$ cat config.mk
export PLATFORM = sky130hd
export DESIGN_NAME = i2s_rx
export DESIGN_NICKNAME = d
export VERILOG_FILES = /design/src/rtl/i2s_rx.sv
export SDC_FILE = /design/constraint.sdc
export NUM_CORES = 1
export LEC_CHECK = 0
export BUFFER_PORTS_ARGS = -buffer_cell sky130_fd_sc_hd__buf_2
export CORE_MARGIN = 10
export CORE_UTILIZATION = 56
export DETAILED_ROUTE_END_ITERATION = 6
export HOLD_SLACK_MARGIN = 0.15
export PLACE_DENSITY = 0.78
export SLEW_MARGIN = 10
export SYNTH_ARGS = -nofsm -noshare
export SYNTH_HDL_FRONTEND = slang
export SYNTH_SLANG_ARGS = --single-unit
$ cat constraint.sdc
create_clock -name clk -period 1.84 [get_ports clk]
set_input_delay 0 -clock clk [delete_from_list [all_inputs] [get_ports clk]]
set_output_delay 0 -clock clk [all_outputs]
set_load 0.01 [all_outputs]
$ cat src/rtl/i2s_rx.sv
// Philips I2S receiver: oversamples bclk/lr_clk/i2s_in on clk, emits left-aligned stereo frames on valid/ready.
// Optional `I2S_RX_FRAME_ERR_EN` adds a frame_err pulse when a channel closes with a bit count other than DATA_W.
module i2s_rx #(
  parameter int DATA_W = 16
) (
  input  logic              clk,
  input  logic              rst,
  input  logic              bclk,
  input  logic              lr_clk,
  input  logic              i2s_in,
  input  logic              out_ready,
  output logic [DATA_W-1:0] sample_l,
  output logic [DATA_W-1:0] sample_r,
  output logic              out_valid,
  output logic              overrun,
  output logic              frame_err
);

`ifdef I2S_RX_FRAME_ERR_EN
  localparam int CNT_MAX = DATA_W + 1;
`else
  localparam int CNT_MAX = DATA_W;
`endif
  localparam int CNT_W = $clog2(DATA_W + 2);
  localparam logic [DATA_W-1:0] MSB_ONE = {1'b1, {(DATA_W-1){1'b0}}};

  typedef enum logic {SYNC, RUN} state_t;

  state_t            r_state;
  logic [2:0]        r_bclk_sync;  // [0],[1] synchronizer, [2] delayed copy
  logic [1:0]        r_lr_sync;
  logic [1:0]        r_din_sync;
  logic              r_ws_prev;
  logic [CNT_W-1:0]  r_cnt;
  logic [DATA_W-1:0] r_shift;
  logic [DATA_W-1:0] r_hold_l;
  logic              r_have_l;

  logic              w_rise;
  logic              w_ws_edge;
  logic [DATA_W-1:0] w_word;
  logic [CNT_W-1:0]  w_cnt_inc;

  assign w_rise    = r_bclk_sync[1] & ~r_bclk_sync[2];
  assign w_ws_edge = r_lr_sync[1] != r_ws_prev;
  // Shifting the marker past the word once cnt reaches DATA_W drops surplus bits.
  assign w_word    = r_shift | ({DATA_W{r_din_sync[1]}} & (MSB_ONE >> r_cnt));
  assign w_cnt_inc = (r_cnt == CNT_W'(CNT_MAX)) ? r_cnt : r_cnt + 1'b1;

`ifndef I2S_RX_FRAME_ERR_EN
  assign frame_err = 1'b0;
`endif

  always_ff @(posedge clk) begin
    if (rst) begin
      r_state     <= SYNC;
      r_bclk_sync <= '0;
      r_lr_sync   <= '0;
      r_din_sync  <= '0;
      r_ws_prev   <= 1'b0;
      r_cnt       <= '0;
      r_shift     <= '0;
      r_hold_l    <= '0;
      r_have_l    <= 1'b0;
      sample_l    <= '0;
      sample_r    <= '0;
      out_valid   <= 1'b0;
      overrun     <= 1'b0;
`ifdef I2S_RX_FRAME_ERR_EN
      frame_err   <= 1'b0;
`endif
    end else begin
      r_bclk_sync <= {r_bclk_sync[1:0], bclk};
      r_lr_sync   <= {r_lr_sync[0], lr_clk};
      r_din_sync  <= {r_din_sync[0], i2s_in};
      overrun     <= 1'b0;
`ifdef I2S_RX_FRAME_ERR_EN
      frame_err   <= 1'b0;
`endif
      if (out_valid && out_ready) out_valid <= 1'b0;

      if (w_rise) begin
        r_ws_prev <= r_lr_sync[1];
        if (r_state == SYNC) begin
          if (w_ws_edge) begin
            r_state <= RUN;
            r_cnt   <= '0;
            r_shift <= '0;
          end
        end else if (w_ws_edge) begin
          // The bit sampled at a word-select edge is the LSB slot of the closing channel.
          r_cnt   <= '0;
          r_shift <= '0;
`ifdef I2S_RX_FRAME_ERR_EN
          frame_err <= (w_cnt_inc != CNT_W'(DATA_W));
`endif
          if (r_ws_prev) begin
            if (r_have_l) begin
              r_have_l <= 1'b0;
              if (!out_valid || out_ready) begin
                sample_l  <= r_hold_l;
                sample_r  <= w_word;
                out_valid <= 1'b1;
              end else begin
                overrun <= 1'b1;
              end
            end
          end else begin
            r_hold_l <= w_word;
            r_have_l <= 1'b1;
          end
        end else begin
          r_shift <= w_word;
          r_cnt   <= w_cnt_inc;
        end
      end
    end
  end

endmodule

* Word-level counts from Yosys, hierarchy flattened *
Index checks and enable logic that the tools add are counted.

cells by class
  $add $sub $neg = 1
  eq/ne operators = 3
  shifts and indexed selects = 1
  mux-type cells = 18
  bitwise logic cells = 9
  reduce and logical (&&, ||, !) cells = 10

operators with widths
  kind                   number
  $mux 16                3
  $mux 5                 4
  $and 16x16->16         1
  $or 16x16->16          1
  $shr 16x5->16 const A  1
  $mux 1                 11
  $not 1->1              6
  $reduce_and 3->1       2
  $reduce_and 6->1       1
  $reduce_or 6->1        1
  $add 5x1->5 const B    1
  $eq 5x5->1 const B     1
  $reduce_and 4->1       1
  $ne 2x2->1 const B     1
  $reduce_and 2->1       1
  $reduce_bool 2->1      1
  $and 1x1->1            1
  $logic_and 1x1->1      1
  $logic_not 1->1        1
  $logic_or 1x1->1       1
  $ne 1x1->1             1

storage, ports and cells
  register bits after elaboration = 81
  bits of input ports = 6
  output and inout port bits = 35
  word-level logic and storage cells = 55

* Longest topological paths before layout *
Gate-level depths: netlist of the first run.

  depth in word-level cells = 8
  mapped depth = 7

* Worst setup path after synthesis of the first run *
Ideal clock, no wire load.

  kind = register to register
  from = register r_cnt[2]
  to = register r_cnt[2]
  setup time = 0.070 ns
  arrival time = 1.445 ns
  path slack = 0.325 ns
  cell stages (with the launch flop) = 6
  path buffers = 1
  clock period less this slack = 1.515 ns
  cell sequence = dfxtp_1 -> clkbuf_1 -> inv_1 -> ha_1 -> or3_1 -> a21oi_1

on the way
  word-level cells in the longest chain between the ends = 4
  elaborated cells between the ends (all ways) = 7
  classes of those cells = 1 x add/sub; 2 x eq/ne; 3 x mux; 1 x reduce/logical

RTL lines
  what                    RTL line  text
  from (decl)             34        logic [CNT_W-1:0] r_cnt;
  from (signal assigned)  114       r_cnt <= w_cnt_inc;
  $add 5x1->5             48        assign w_cnt_inc = (r_cnt == CNT_W'(CNT_MAX)) ? r_cnt : r_cnt + 1'b1;
  $mux 5                  48
  $mux 5                  90        end else if (w_ws_edge) begin
  $mux 5                  84        if (r_state == SYNC) begin

Parallel ways exist; a longest one is shown, timed or not. The select of a mux whose other input is x is not followed.
A chain may end at the register's enable or synchronous reset.

* Final worst setup path of the first run *
  from = register r_cnt[1]
  to = register r_cnt[3]

Same word-level chain as after synthesis.

==> impl_results.md, run 1 <==
- Postcts setup bufs: 0
- Number of global-route vias before repair: 2303
- Reg2Reg Depth: 6
- Initial antenna violation count: 0
- Share of layout cells above drive strength 1: 18.32%
- Layout net count: 400
- Main synth FF type: dfxtp_1
- Post-layout min period: 1.694 ns
- FP Rows: 26
- EDFF count, synth: 0
- Non-filler cells, final: 463
- Mean post-synth cell area: a little under 9 µm²
- Unrepaired setup endpoints after global routing: no
- FF+latch count, synth: 81
- Simple-Gate Fraction of Synth Area: 21.01%
- Final Cycle Share: 92.08%
- WHS Endpoint: r_din_sync[0]$_SDFF_PP0_
- Placed cells: 440
- CP arrival: 1.97 ns
- VDD IR max: 505.5 µV
- H-tree Lvls: 3
- Gate Count Post-Synth: 343
- Total GRT Usage: 15.45%
- Post-synthesis xor/xnor area fraction: 0.8207%
- CP Launch Type: flip-flop
- Hold Startpoint: i2s_in
- Final setup vio count: 0
- PortBufs: 39
- Critical R2R Launch: r_cnt[1]$_SDFFE_PP0P_
- Mux share of post-synthesis cell area: 0.3283%
- WL per Instance: approximately 14 µm
- Syn. warnings: 0
- Antenna cells: 0
- Library cells used by synthesis: 37
- Setup TNS: 0 ns
- Global-route wire length before repair: about 11000 µm
- Post-synthesis net count: 355
- TritonCTS clock tree: built
- Crit Path Category: flip-flop to flip-flop
- Area leader, netlist: dfxtp_1
- Fin. max-slew vios: 0
- Seq/Total Area, Yosys: 53.18%
- Ys async rst share: 0%
- Clk_skew: a little under 0.006 ns
- Max Cap Viol: 0
- Pin count of the biggest net entering global routing: 49
- Hold crit path type: primary input to flip-flop
- DRT iter0 DRCs: 130
- Synth-to-layout area growth: 19.04%
- Num Clock Sinks: about 80
- GP Congestion: between 0.8 and 0.9
- Leakage: 1.331 nW
- Yosys top cell area share: 53.18%
- DRT antenna net count: 0
- Post-Syn Area: 3049 µm²
- Reg-to-reg setup timing slack: 0.15 ns
- DR DRC count: 0
- Bufs on Longest Clock Path: 2
- CP max FO: 8
- CTS buffer count: 9
- Synth Area in Compound Gates: 18.22%
- Outcome: finished clean
- Hold path depth: 3
- Post-synthesis adder-cell area fraction: 2.462%
- Starting Density: 58.58%
- Hold violation total from the final report: 0
- DR pass1 iterations: 4
- Power Dens Cells: 879.2 nW/µm²
- DRT Wirelength: 6491 µm
- Clk slew on worst S/H paths: 0.08 ns
- Ranking of synthesized cells by area: dfxtp_1 53%, a211oi_1 7.9%, a21oi_1 6.9%
- Worst setup startpoint: r_cnt[1]$_SDFFE_PP0P_
- Root Driver: clkbuf_8
- Vias: 2429
- I/O Pins: 41
- Reg-to-reg endpoint: r_cnt[3]$_SDFFE_PP0P_
- CP Capture Type: flip-flop
- Top-count cell post-synth: dfxtp_1
- Worst skew pair latency: 0.34 ns
- Via/cell ratio: 5.246
- Worst path required time: roughly 2.1 ns
- Die Area: 8797 µm²
- Core area: around 5200 µm²
- Fmax: 590.2 MHz
- Main combinational cell family by area after synthesis: simple AND/OR/NAND/NOR gates
- HPWL after DPL: 4606 µm
- Die Width: 93.79 µm
- Overflow after GRT: 0
- Die Y-Extent: 93.79 µm
- List of most frequent post-synthesis cells: 81 x dfxtp_1, 47 x nand2_1, 44 x nor2_1
cell families (layout without fill, tap and decap cells):
family	count (synthesis)	count (layout)
xor gates and xnor gates	2	2
adders and majority gates	6	6
DFF	81	81
buffers and inverters	27	77
AOI/OAI and AO/OA	90	90
muxes	1	1
other	1	1
and+or+nand+nor	135	135
metrics by stage:
step                utilization [%]  total power, mW  setup slack, ns  area [µm²]  hold WS [ns]
floorplan                         -            1.849           0.3249        3049        0.1282
global placement              64.18            1.867           0.2242        3341        0.2100
detailed placement            64.18            1.869           0.1460        3341        0.2181
CTS                           69.66            3.222          0.09294        3626        0.3956
global route                  69.74            3.320          0.03511        3630        0.3971
finish                        69.74            3.191           0.1458        3630        0.4044
area by class of cell:
class / count / area, µm²
sequential: 81 / 1623
fill: 425 / 1575
multi-input combinational: 235 / 1313
timing repair buffer: 58 / 380.4
clock buffer: 12 / 165.2
tap: 70 / 87.58
clock inverter: 4 / 50.05
inverter: 3 / 11.26
power by group:
part	total, mW	internal, mW	switching, mW
sequential	1.76	1.76	0.00567
clock	1.35	0.736	0.617
combinational	0.0751	0.0311	0.0440
total	3.19	2.52	0.666
metal layers:
metal  GRT usage [%]  up-vias  part of all wire [%]  wire (µm)
li1                -     1273                     -          -
met1           19.33     1093                    46       3005
met2           24.42       51                    47       3038
met3           4.237       12                   5.3        346
met4           6.456        0                   1.6        101
met5               0        -                     0          0
cell usage in the layout, fill, tap and decap left out, types with 2 or more instances in the layout:
| cell type | netlist | final |
|---|---|---|
| nor3_1 | 5 | 5 |
| nand3_1 | 3 | 3 |
| inv_1 | 3 | 3 |
| a31oi_1 | 8 | 8 |
| and3b_1 | 3 | 3 |
| buf_2 | 10 | 39 |
| nand2_1 | 47 | 47 |
| dfxtp_1 | 81 | 80 |
| a211oi_1 | 32 | 32 |
| ha_1 | 6 | 6 |
| o21ai_0 | 4 | 4 |
| buf_12 | 0 | 2 |
| nor2_1 | 44 | 43 |
| and3_1 | 2 | 2 |
| nor2b_1 | 9 | 9 |
| a21oi_1 | 42 | 42 |
| dlygate4sd3_1 | 0 | 7 |
| clkinvlp_4 | 0 | 2 |
| nand2b_1 | 10 | 10 |
| or3_1 | 2 | 2 |
| clkbuf_8 | 0 | 12 |
| a32oi_1 | 2 | 2 |
| buf_4 | 1 | 10 |
timing repair:
action,4_1_cts,5_1_grt
hold buffers,7,0
resized for setup,0,2
endpoints found under the setup margin,0,12
endpoints found under the hold margin,21,0
registers in the layout, indices dropped and copies added (netlist names):
| register | count |
|---|---|
| sample_r | 16 |
| sample_l | 16 |
| r_state | 1 |
| r_cnt | 5 |
| r_lr_sync | 2 |
| r_hold_l | 16 |
| r_ws_prev | 1 |
| r_have_l | 1 |
| r_bclk_sync | 3 |
| out_valid | 1 |
| r_din_sync | 2 |
| overrun | 1 |
| r_shift | 16 |
worst max-delay path, stage by stage (launching register included):
cell	delay [ns]
dfxtp_1	0.40
inv_1	0.09
ha_1	0.26
nand4bb_1	0.18
a22oi_2	0.13
or4_1	0.42
a21oi_1	0.15
worst max-delay path by stage:
stage               cells past startpoint                  endpoint
floorplan                               5     r_cnt[2]$_SDFFE_PP0P_
global placement                        4  r_shift[12]$_SDFFE_PP0P_
detailed placement                      6     r_cnt[3]$_SDFFE_PP0P_
CTS                                     6     r_cnt[3]$_SDFFE_PP0P_
global route                            6     r_cnt[3]$_SDFFE_PP0P_
finish                                  6     r_cnt[3]$_SDFFE_PP0P_
Note: power is estimated with default switching activity, not from simulation.
==> run 2, diff against run 1 <==
Settings changed: ABC_AREA set to 1, CORE_UTILIZATION 56 to 59, CTS_BUF_LIST set to sky130_fd_sc_hd__clkbuf_2 sky130_fd_sc_hd__clkbuf_4 sky130_fd_sc_hd__clkbuf_8, PLACE_DENSITY 0.78 to 0.81.
==> impl_results.md, run 2 <==
- Fmax: 618.4 MHz
- Post-synthesis net count: 445
- Met3 Use GR: around 5.4%
- Initial antenna violation count: 0
- Root Driver: clkbuf_8
- Critical-path cell list: inv_2 > nor2_4 > nand2_2 > nor2_1 > nand3_1 > nor3_1 > dlygate4sd3_1
- Crit path depth: 7
- Leakage: 1.644 nW
- Vias: 2833
- Power Dens Cells: approximately 900 nW/µm²
- Top-count cell post-synth: nor2_1
- Outcome: finished clean
- WHS Endpoint: r_bclk_sync[1]$_SDFF_PP0_
- Global route hottest layer: met2
- Hold Startpoint: r_bclk_sync[0]$_SDFF_PP0_
- Crit Path Category: flip-flop to flip-flop
- Antenna cells: 0
- Reg-to-reg endpoint: overrun$_SDFF_PP0_
- Fin worst setup slack: 0.2230 ns
- Pin count of the biggest net entering global routing: 48
- Number of global-route vias before repair: ~2700
- Gate Count Post-Synth: 433
- Layout net count: between 400 and 500
- CP max FO: 5
- DRT Wirelength: ~7000 µm
- Hold violation total from the final report: 0
- Ranking of synthesized cells by area: dfxtp_1 50%, nor2_1 11%, nand2_1 9.9%
- Crit-path slowest cell: dlygate4sd3_1
- Total GRT Usage: between 15 and 20%
- I/O Pins: 41
- Starting Density: 62.19%
- DR pass1 iterations: 5
- Final Cycle Share: 87.88%
- Critical R2R Launch: r_bclk_sync[1]$_SDFF_PP0_
- Reg-to-reg setup timing slack: 0.22 ns
- Final Cell Area: 3811 µm²
- Post-Place Worst Slack: 0.3448 ns
- FF+latch count, synth: 81
- Unrepaired setup endpoints after global routing: no
- Die Y-Extent: 94.07 µm
- Max Cap Viol: 0
- DRT iter0 DRCs: 253
- WL per Instance: 12.96 µm
- Share of layout cells above drive strength 1: 16.98%
- CP top delay family: buffers and inverters
- CP arrival: 1.92 ns
- Seq/Total Area, Yosys: 50.10%
- GR Util met2: 27.94%
- Hold crit path type: flip-flop to flip-flop
- DR DRC count: 0
- Ys async rst share: 0%
- Main synth FF type: dfxtp_1
- Yosys top cell area share: 50.10%
- VDD IR max: 587.8 µV
- Placed Area: ~3500 µm²
- Core area: roughly 5200 µm²
- CP Capture Type: flip-flop
- Via/cell ratio: between 5 and 6
- Clk_skew: roughly 0.012 ns
- Setup TNS: 0 ns
- Reg2Reg Depth: 7
- HPWL after DPL: 4873 µm
- Final Core Density: around 73%
- EDFF count, synth: 0
- Worst skew pair latency: 0.37 ns
- Die Width: 94.07 µm
- Synth-to-layout area growth: 17.74%
- CP Launch Type: flip-flop
- Num Clock Sinks: 81
- Worst path required time: ~2.1 ns
- Die Area: 8849 µm²
- Commonest non-fill, non-tap cell in the layout: nor2_1
- List of most frequent post-synthesis cells: 98 x nor2_1, 85 x nand2_1, 81 x dfxtp_1
- Most frequent cells in the layout: 98 x nor2_1, 84 x nand2_1, 79 x dfxtp_1
- Post-Syn Area: 3237 µm²
- Global-route wire length before repair: ~12000 µm
- DRT antenna net count: 0
- Hold path depth: 2
- FP Rows: 26
- Fin. max-slew vios: 0
- Bufs on Longest Clock Path: 2
- PortBufs: 39
- Postcts setup bufs: 0
- Max stage delay on crit path: between 0.5 and 0.6 ns
- H-tree Lvls: 3
- Post-layout min period: 1.617 ns
- Clk slew on worst S/H paths: 0.08 ns
- Mean post-synth cell area: ~7.5 µm²
- Met1 Use GR: 19.95%
- Final setup vio count: 0
- CTS buffer count: 9
- Area leader, netlist: dfxtp_1
- Crit path buffers/inverters: 2
- Syn. warnings: 0
- GP Congestion: 0.8417
- TritonCTS clock tree: built
- Library cells used by synthesis: 25
- Overflow after GRT: 0
-- run 2: worst max path at each step --
stage | startpoint | to | slack [ns]
after floorplan | r_cnt[0]$_SDFFE_PP0P_ | r_cnt[4]$_SDFFE_PP0P_ | 0.56
after detailed placement | r_cnt[0]$_SDFFE_PP0P_ | r_cnt[3]$_SDFFE_PP0P_ | 0.34
final | r_bclk_sync[1]$_SDFF_PP0_ | overrun$_SDFF_PP0_ | 0.22
after global placement | r_cnt[0]$_SDFFE_PP0P_ | sample_r[4]$_SDFFE_PP0P_ | 0.33
after CTS | r_ws_prev$_SDFFE_PP0N_ | overrun$_SDFF_PP0_ | 0.17
after global routing | r_ws_prev$_SDFFE_PP0N_ | overrun$_SDFF_PP0_ | 0.04
-- run 2: kinds of logic (layout without fill, tap and decap cells) --
group                      Yosys count  after routing  synth area share [%]
buffers and inverters               52            102                 7.228
other                                1              1                0.1159
and+or+nand+nor                    209            209                 26.75
adders and majority gates            6              6                 2.319
DFF                                 81             81                 50.10
AOI/OAI and AO/OA                   84             84                 13.49
-- run 2: what timing repair did --
action                                 CTS  global route
setup endpoints to repair                0             1
hold buffers                             9             0
endpoints found under the hold margin   18             0
resized for setup                        0             4
-- run 2: power by group --
part	switching [mW]	internal [mW]
Clock	0.656	0.923
Sequential	0.0102	1.76
Combinational	0.0711	0.0393
Total	0.738	2.72
-- run 2: final cells by class --
| class | count | area, µm² |
|---|---|---|
| flip-flops and latches | 81 | 1624 |
| clock buffers | 10 | 131.4 |
| clock inverters | 6 | 116.4 |
| fillers | 402 | 1394 |
| well taps | 70 | 87.58 |
| inverters | 32 | 120.1 |
| multi-input cells | 300 | 1389 |
| repair buffers | 54 | 342.8 |
-- run 2: metal layers --
layer	wire length (µm)	part of all wire [%]
met1	3184	44
met2	3299	46
met3	530	7.4
met4	153	2.1
met5	0	0
-- run 2: per-stage QoR --
stage	std cells	power (mW)	hold WS [ns]
6_report	553	3.462	0.4058
5_1_grt	553	3.572	0.4252
4_1_cts	553	3.473	0.4089
3_5_place_dp	528	1.906	0.2079
3_3_place_gp	528	1.904	0.2022
2_1_floorplan	433	1.886	0.1070
-- run 2: tightest hold or removal path: stages (launching register included) --
cell and delay, ns:
dfxtp_1 0.30, inv_1 0.04, nor2_1 0.03
==> run 3, diff against run 2 <==
Settings changed: ABC_CLOCK_PERIOD_IN_PS set to 1840, MAX_ROUTING_LAYER set to met4.
==> impl_results.md, run 3 (synthesis gave the netlist of run 2 again) <==
- Crit Path Category: flip-flop to flip-flop
- Worst path required time: 2.13 ns
- CP arrival: 1.96 ns
- Vias: 2844
- Clk slew on worst S/H paths: 0.08 ns
- Hold violation total from the final report: 0
- Root Driver: clkbuf_8
- Via/cell ratio: 5.134
- Commonest non-fill, non-tap cell in the layout: nor2_1
- Flop pwr share: a little over half
- Leakage: ~1.6 nW
- Global-route wire length before repair: 12280 µm
- Final setup vio count: 0
- I/O Pins: 41
- PortBufs: 39
- Fmax: 598.3 MHz
- Post-layout min period: 1.671 ns
- Fin. max-slew vios: 0
- CP Launch Type: flip-flop
- Global route hottest layer: met2
- DRT Wirelength: 7143 µm
- Share of layout cells above drive strength 1: 16.53%
- CTS buffer count: 9
- Bufs on Longest Clock Path: 2
- Max stage delay on crit path: 0.57 ns
- DRT antenna net count: 0
- HPWL after DPL: 4957 µm
- H-tree Lvls: 3
- Worst skew pair latency: 0.35 ns
- Die Area: 8849 µm²
- Overflow after GRT: 0
- Synth-to-layout area growth: 16.93%
- DRT iter0 DRCs: 156
- Pint: 2.648 mW
- Num Clock Sinks: 81
- Final Cycle Share: 90.84%
- DR DRC count: 0
- Power Dens Cells: 892.5 nW/µm²
- FP Rows: 26
- Met3 Use GR: 3.997%
- WL per Instance: between 10 and 15 µm
- Antenna cells: 0
- Starting Density: between 60% and 70%
- Clk_skew: about 0.009 ns
- Outcome: finished clean
- Die Y-Extent: approximately 94 µm
- VDD IR max: 682.8 µV
- Total GRT Usage: 17.61%
- Psw: 0.7298 mW
- Worst slew pin tran: 0.5038 ns
- Unrepaired setup endpoints after global routing: no
- Critical-path cell list: inv_2 > nor2_2 > nand2_2 > nor2_1 > nand3_1 > nor3_1 > dlygate4sd3_1
- Hold crit path type: flip-flop to flip-flop
- TritonCTS clock tree: built
- Crit-path slowest cell: dlygate4sd3_1
- CP max FO: 5
- GR Util met2: between 20% and 30%
- Pin count of the biggest net entering global routing: 43
- Max Cap Viol: 0
- Max_slew headroom: 66.32%
- Initial antenna violation count: 0
- DR pass1 iterations: 4
- Die Width: 94.07 µm
- Clock share of power: 44.3%
- Final Core Density: 72.72%
- Number of global-route vias before repair: 2674
- Layout net count: between 400 and 500
- Most frequent cells in the layout: 98 x nor2_1, 85 x nand2_1, 81 x dfxtp_1
- CP Capture Type: flip-flop
- Core area: 5205 µm²
- Met1 Use GR: 21.17%
- Sw frac: 21.61%
- GP Congestion: between 0.9 and 1
- Comb power frac: 3.2%
- Setup TNS: 0 ns
-- run 3: cell types whose count changed in the layout (fill, tap and decap cells not counted), moves of 2 or more --
cell	previous run	this run
inv_6	0	2
clkbuf_8	9	11
buf_4	5	7
clkinv_4	3	0
dfxtp_2	2	0
dfxtp_1	79	81
-- run 3: critical path, delay by kind of cell (launching register included) --
family        cells  cell delay, ns
simple gates      5            0.66
buf+inv           2            0.62
flops             1            0.35
-- run 3: layout make-up --
| type | instances | area, µm² |
|---|---|---|
| clock buffers | 11 | 151.4 |
| clock inverters | 5 | 85.08 |
| fillers | 441 | 1420 |
| inverters | 32 | 120.1 |
| multi-input cells | 300 | 1381 |
| flip-flops and latches | 81 | 1622 |
| well taps | 70 | 87.58 |
| repair buffers | 55 | 337.8 |
-- run 3: worst paths after layout --
check	start	endpoint	slack, ns	depth (start not counted)
setup reg to reg	r_bclk_sync[1]$_SDFF_PP0_	overrun$_SDFF_PP0_	0.17	7
hold reg to reg	r_lr_sync[0]$_SDFF_PP0_	r_lr_sync[1]$_SDFF_PP0_	0.41	2
hold / removal	r_lr_sync[0]$_SDFF_PP0_	r_lr_sync[1]$_SDFF_PP0_	0.41	2
setup / recovery	r_bclk_sync[1]$_SDFF_PP0_	overrun$_SDFF_PP0_	0.17	7
-- run 3: per-layer routing --
layer | up-vias | wire, µm
met4 | 0 | 95
met2 | 89 | 3409
met5 | - | 0
met1 | 1287 | 3133
li1 | 1458 | -
met3 | 10 | 505
-- run 3: power by group through the flow --
stage	combinational (mW)	sequential [mW]	clock, mW
after floorplan	0.0760	1.81	0
after global placement	0.0930	1.81	0
after detailed placement	0.0951	1.81	0
after CTS	0.107	1.77	1.51
after global routing	0.124	1.77	1.59
final	0.109	1.77	1.50
-- run 3: repair_timing --
action,in CTS,in global routing
hold buffers,9,0
resized for setup,0,0
endpoints found under the hold margin,18,0
setup buffers,0,0
-- run 3: through the flow --
step	instances	instance area [µm²]	hold WS (ns)	total power [mW]	worst slack (ns)
6_report	554	3785	0.4081	3.378	0.1685
3_3_place_gp	529	3458	0.1993	1.905	0.2914
2_1_floorplan	433	3237	0.1070	1.886	0.5588
5_1_grt	554	3785	0.4332	3.490	0.02323
4_1_cts	554	3785	0.4109	3.392	0.1684
3_5_place_dp	529	3458	0.2087	1.908	0.2376
